**src/rtl/rom_arbiter.sv**
```systemverilog
// Shares one synchronous ROM between NREQ requesters with a fixed 3-cycle read.
// Define ROM_ARB_RR_EN for round-robin arbitration; the default is fixed priority.
module rom_arbiter #(
  parameter int NREQ  = 2,
  parameter int SIZE  = 2048,
  parameter int WIDTH = 16,
  parameter int ASIZE = $clog2(SIZE)
) (
  input  logic                  clk,
  input  logic                  rst,
  input  logic [NREQ-1:0]       req,
  input  logic [NREQ*ASIZE-1:0] addr,
  output logic [NREQ-1:0]       gnt,
  output logic [NREQ-1:0]       rd_valid,
  output logic [WIDTH-1:0]      rd_data,
  output logic                  busy,
  output logic                  rom_en,
  output logic [ASIZE-1:0]      rom_addr,
  input  logic [WIDTH-1:0]      rom_dout
);

  localparam int IW = (NREQ > 1) ? $clog2(NREQ) : 1;

  typedef enum logic [1:0] {
    IDLE  = 2'd0,
    ISSUE = 2'd1,
    DATA  = 2'd2
  } state_t;

  state_t          state;
  logic [IW-1:0]   sel;
  logic [IW-1:0]   win;
  logic            any_req;

  assign any_req = |req;
  assign busy    = (state != IDLE);

`ifdef ROM_ARB_RR_EN
  logic [IW-1:0] last;

  // Search begins one past the previous winner so every requester gets a turn.
  always_comb begin
    int   idx;
    logic found;
    idx   = 0;
    found = 1'b0;
    win   = '0;
    for (int k = 0; k < NREQ; k++) begin
      idx = (int'(last) + 1 + k) % NREQ;
      if (!found && req[idx[IW-1:0]]) begin
        found = 1'b1;
        win   = idx[IW-1:0];
      end
    end
  end
`else
  always_comb begin
    win = '0;
    for (int k = NREQ - 1; k >= 0; k--) begin
      if (req[k[IW-1:0]]) win = k[IW-1:0];
    end
  end
`endif

  always_ff @(posedge clk or posedge rst) begin
    if (rst) begin
      state    <= IDLE;
      sel      <= '0;
      gnt      <= '0;
      rd_valid <= '0;
      rd_data  <= '0;
      rom_en   <= 1'b0;
      rom_addr <= '0;
`ifdef ROM_ARB_RR_EN
      last     <= IW'(NREQ - 1);
`endif
    end else begin
      gnt      <= '0;
      rd_valid <= '0;
      rom_en   <= 1'b0;
      case (state)
        IDLE: begin
          if (any_req) begin
            sel      <= win;
            rom_addr <= addr[int'(win)*ASIZE +: ASIZE];
            gnt      <= NREQ'(1) << win;
            rom_en   <= 1'b1;
            state    <= ISSUE;
`ifdef ROM_ARB_RR_EN
            last     <= win;
`endif
          end
        end
        ISSUE: state <= DATA;
        // ROM output is valid here, one cycle after the enable was sampled.
        DATA: begin
          rd_data  <= rom_dout;
          rd_valid <= NREQ'(1) << sel;
          state    <= IDLE;
        end
        default: state <= IDLE;
      endcase
    end
  end

endmodule
```
**config.mk**
```make
export PLATFORM = sky130hd
export DESIGN_NAME = rom_arbiter
export DESIGN_NICKNAME = d
export VERILOG_FILES = /design/src/rtl/rom_arbiter.sv
export SDC_FILE = /design/constraint.sdc
export NUM_CORES = 1
export LEC_CHECK = 0
export ABC_AREA = 1
export ABC_CLOCK_PERIOD_IN_PS = 1800
export CAP_MARGIN = 5
export CORE_MARGIN = 10
export CORE_UTILIZATION = 42
export CTS_CLUSTER_SIZE = 12
export DETAILED_ROUTE_END_ITERATION = 10
export PLACE_DENSITY_LB_ADDON = 0.2
export SYNTH_ARGS = -nofsm -noshare
export SYNTH_HDL_FRONTEND = slang
export SYNTH_SLANG_ARGS = --single-unit
```
**constraint.sdc**
```tcl
create_clock -name clk -period 1.8 [get_ports clk]
set_clock_uncertainty 0.15 [all_clocks]
set_input_delay 0.36 -clock clk [delete_from_list [all_inputs] [get_ports clk]]
set_output_delay 0.36 -clock clk [all_outputs]
set_load 0.05 [all_outputs]
```
==> Word-level counts from Yosys, hierarchy flattened <==
Cells that the tools add are included.
{ "classes": {"n_eq_ne": 3, "muxes": 9, "n_reduce_logical": 4, "mul": 1, "n_shift": 3} }
{ "ops": {"columns": ["cell", "count"], "rows": [
  ["22-bit by 6-bit indexed part select with 11-bit output", 1],
  ["2-bit two-way mux", 4],
  ["1-bit by 4-bit multiplier with 5-bit output, second input constant", 1],
  ["1-bit two-way mux", 4],
  ["2-bit one-hot mux with 2 select lines", 1],
  ["1-bit by 1-bit left shift with 2-bit output, first input constant", 2],
  ["2-bit by 1-bit == test with 1-bit output, second input constant", 1],
  ["2-bit == test, second input constant", 1],
  ["2-bit zero test", 1],
  ["2-bit != test, second input constant", 1],
  ["2-bit AND reduction", 1],
  ["2-bit nonzero test", 1],
  ["2-bit OR reduction", 1]
]} }
{ "word_totals": {"register_bits": 35, "inputBits": 42, "output_inout_bits": 33} }

==> Longest topological paths before layout <==
{ "logic_depth": {"word_depth": 5, "ltp_mapped": 7, "mapped_depth_nobuf": 6} }

==> Least setup slack after synthesis <==
OpenSTA, ideal clock, no wires.
{ "synth_path": {"path_kind": "register to register", "start": "register state[1]", "end": "register rom_addr[0]", "n_path_buf": 2, "stages_incl_launch_ff": 8, "period_less_slack_ps": 1307, "setup_slack_ps": 493, "arrival_time_ps": 1091, "setup_ps": 66, "cell_sequence": "dfrtp_1 buf_6 nor2_4 inv_2 nor2_4 buf_6 nand2_1 nand2_1"} }
{ "synth_via": {"elab_chain_len": 2} }
{ "synth_lines": {"columns": ["item", "line_no", "rtl"], "rows": [
  ["from (decl)", "30", "state_t state;"],
  ["from (signal assigned)", "67", "state <= IDLE;"],
  ["from (signal assigned)", "88", "state <= ISSUE;"],
  ["from (signal assigned)", "94", "ISSUE: state <= DATA;"],
  ["2-bit zero test", "81", "case (state)"],
  ["2-bit AND reduction (no line)", null, null],
  ["to (signal assigned)", "85", "rom_addr <= addr[int'(win)*ASIZE +: ASIZE];"],
  ["to (decl)", "18", "output logic [ASIZE-1:0] rom_addr,"]
]} }
Every way passes these cells.
A chain may end at the register's enable or synchronous reset.

==> Worst setup path in the final report <==
{ "layout_path": {"start": "register state[1]", "end": "output port busy"} }
{ "layout_via": {"elab_chain_len": 1} }
{ "layout_lines": {"columns": ["item", "line_no", "rtl"], "rows": [
  ["2-bit nonzero test", "36", "assign busy = (state != IDLE);"],
  ["to (decl)", "16", "output logic busy,"]
]} }
Every way passes these cells.

==> results.md <==
* Status: complete, no violations
* Initial Util at between 40% and 50%
* Vias in the first global route at 1409
* Comb pwr share at 59.9%
* RSZ-0062 raised after global routing: false
* Post-DP HPWL at 3090 um
* Critical path's largest stage delay at 440 ps
* Hold WS at approximately 210 ps
* Syn Nets at roughly 220
* PnR worst setup slack at around 120 ps
* Row count at 21
* Cts bufs inserted at 5
* PD cells at a little under 2000 mW/mm^2
* Area growth from synthesis to layout at 53.9%
* Critical-path cell list: nor2_4 -> inv_2 -> buf_12
* Largest net degree at the start of global routing at 36
* CTS resizes at 0
* DR WL/cell at 13.4 um
* Critical path peak fanout at 5
* Die span in x at 79.5 um
* Antenna violations before repair at 0
* CTS clk-pin slew, worst paths at 100 ps
* Vias per cell at between 4 and 5
* Synth warnings at 0
* Peak supply drop at 0.996 mV
* Crit path time final at 1680 ps
* Pint at between 2 and 2.5 mW
* Die Y at 79.5 um
* Synthesized area at 0.00149 mm^2
* Mean post-synth cell area at 8.41 um^2
* Sw Pwr at 2.34 mW
* Worst path top cell family by delay: flip-flops
* Final count of hold timing violations at 0
* Root buffer cell: clkbuf_4
* Diode count at 0
* Worst min path class: input pin to async pin
* Max_slew headroom at 74.2%
* FF+latch count, synth at 35
* Seq pwr share at 29.7%
* Die area at about 0.0063 mm^2
* First DRT Iteration DRCs at 31
* Final Wtd Congestion at roughly 0.75
* Fin crit share at between 90% and 100%
* CTS tree: done
* Crit path max-delay cell type: dfrtp_1
* Postcts setup bufs at 0
* GRT Residual Overflow at 0
* H-tree depth at 2
* Ratio of cells with drive above 1 in the final layout at 20.2%
* Routed wire length at roughly 4100 um
* FMAX at between 0.5 and 0.6 GHz
* Buffers on Ports at 74
* Final slew viol count at 0
* Vias after detailed routing at between 1000 and 1500
* MaxCap Viol Count at 0
* Final setup viols at 0
* CP endpoint kind: output pin
* Buf+Inv Stages, Crit Path at 2
* First-pass GRT wire length at 6710 um
* Crit path DAT at ~1200 ps
* Placement-stage worst setup slack at about 48 ps
* WP data required at 1290 ps
* Drt first pass iters at 4
* DR DRC count at 0
* Final TNS setup at 0 ps
* Skew-Pair Late Insertion Delay at 330 ps
* Critical Path Start Type: flip-flop
* Post-synth cell types at 13
* Core Util, Final at ~68%
* Post-route ant nets at 0
* Clock sink count at 35
* Core area at 0.00339 mm^2
* Mapped Cells at between 150 and 200
* CTS Hold Buffers Added at 0
* Critical path type: flip-flop to output pin
* Clock power frac at approximately a tenth
* Cell leakage power at between 1 and 1.5 nW
* Sw Ratio at 51.8%
* Ports at 75
* Maximum clock insertion buffer count at 2
* Slew @ Worst Pin at 386 ps
* Final nets at about 300
* Overall routing resource usage at approximately an eighth
* Sequential share of the synthesized area at 58.8%
## Yosys cell counts
| library cell | n | area, um^2 |
|---|---|---|
| nand2_1 | 88 | 330 |
| dfrtp_1 | 35 | 876 |
| nand3_1 | 27 | 135 |
| nor2_1 | 8 | 30.0 |
| buf_2 | 6 | 30.0 |
| inv_1 | 3 | 11.3 |
| buf_6 | 2 | 22.5 |
| inv_2 | 2 | 7.51 |
| nor2_4 | 2 | 22.5 |
| a21oi_1 | 1 | 5.00 |
| buf_4 | 1 | 7.51 |
| nand2_2 | 1 | 6.26 |
| o21ai_0 | 1 | 5.00 |
## worst min-delay path: cells and delay by family
family	cells	cell delay [ps]
buffers and inverters	3	700
## area by class of cell
class	instances	area, um^2
clock buffer	8	68.8
sequential	35	876
tap	46	57.6
fill	303	1100
timing repair buffer	81	736
multi-input combinational	128	534
inverter	5	18.8
## cells by family after synthesis
logic type	after synthesis	share of synthesized area, %
buf+inv	14	5.29
compound gates	2	0.672
flops	35	58.8
simple gates	126	35.2
## power by group through the flow
stage | registers (mW) | clock network [mW] | logic, mW
2_1_floorplan | 2.49 | 0 | 0.712
3_3_place_gp | 1.35 | 0 | 2.73
3_5_place_dp | 1.35 | 0 | 2.75
4_1_cts | 1.35 | 0.492 | 2.75
5_1_grt | 1.38 | 0.527 | 2.91
6_report | 1.34 | 0.471 | 2.71
## sequential cells by signal, indices dropped and copies added (netlist names)
| register | cells |
|---|---|
| gnt | 2 |
| rd_data | 16 |
| rd_valid | 2 |
| rom_addr | 11 |
| rom_en | 1 |
| sel | 1 |
| state | 2 |
## routing by layer
metal / share of wire (%) / vias to the layer above / track usage (%)
met5: 0 / - / 0
met2: 45 / 53 / 20.5
met3: 11 / 5 / 6.64
met4: 1.2 / 0 / 4.84
met1: 43 / 620 / 15.4
li1: - / 708 / -
## path summary, 6_finish.rpt
check | from | to | slack, ps | depth (start not counted)
min | rst | rom_addr[3]$_DFFE_PP0P_ | 210 | 3
max in group asynchronous | rst | rd_data[0]$_DFFE_PP0N_ | 1100 | 3
min in group clk | rd_data[14]$_DFFE_PP0N_ | rd_data[14]$_DFFE_PP0N_ | 330 | 2
max reg2reg | state[1]$_DFFE_PP0P_ | rom_addr[5]$_DFFE_PP0P_ | 500 | 5
max | state[1]$_DFFE_PP0P_ | busy | 120 | 3
min reg2reg | rd_data[14]$_DFFE_PP0N_ | rd_data[14]$_DFFE_PP0N_ | 330 | 2
## metrics by stage
step	total power, mW	cells	area [um^2]
global placement	4.08	295	2220
CTS	4.59	303	2290
global route	4.82	303	2290
detailed placement	4.11	295	2220
finish	4.52	303	2290
floorplan	3.20	177	1490
## cell usage in the layout (no fill, tap or decap)
master	count
a21oi_1	1
buf_12	2
buf_4	38
clkbuf_1	1
clkbuf_4	5
clkbuf_8	2
clkdlybuf4s50_1	41
dfrtp_1	35
inv_1	3
inv_2	2
nand2_1	88
nand2_2	1
nand3_1	27
nor2_1	8
nor2_4	2
o21ai_0	1
No activity file was read; power rests on OpenSTA's default activity.
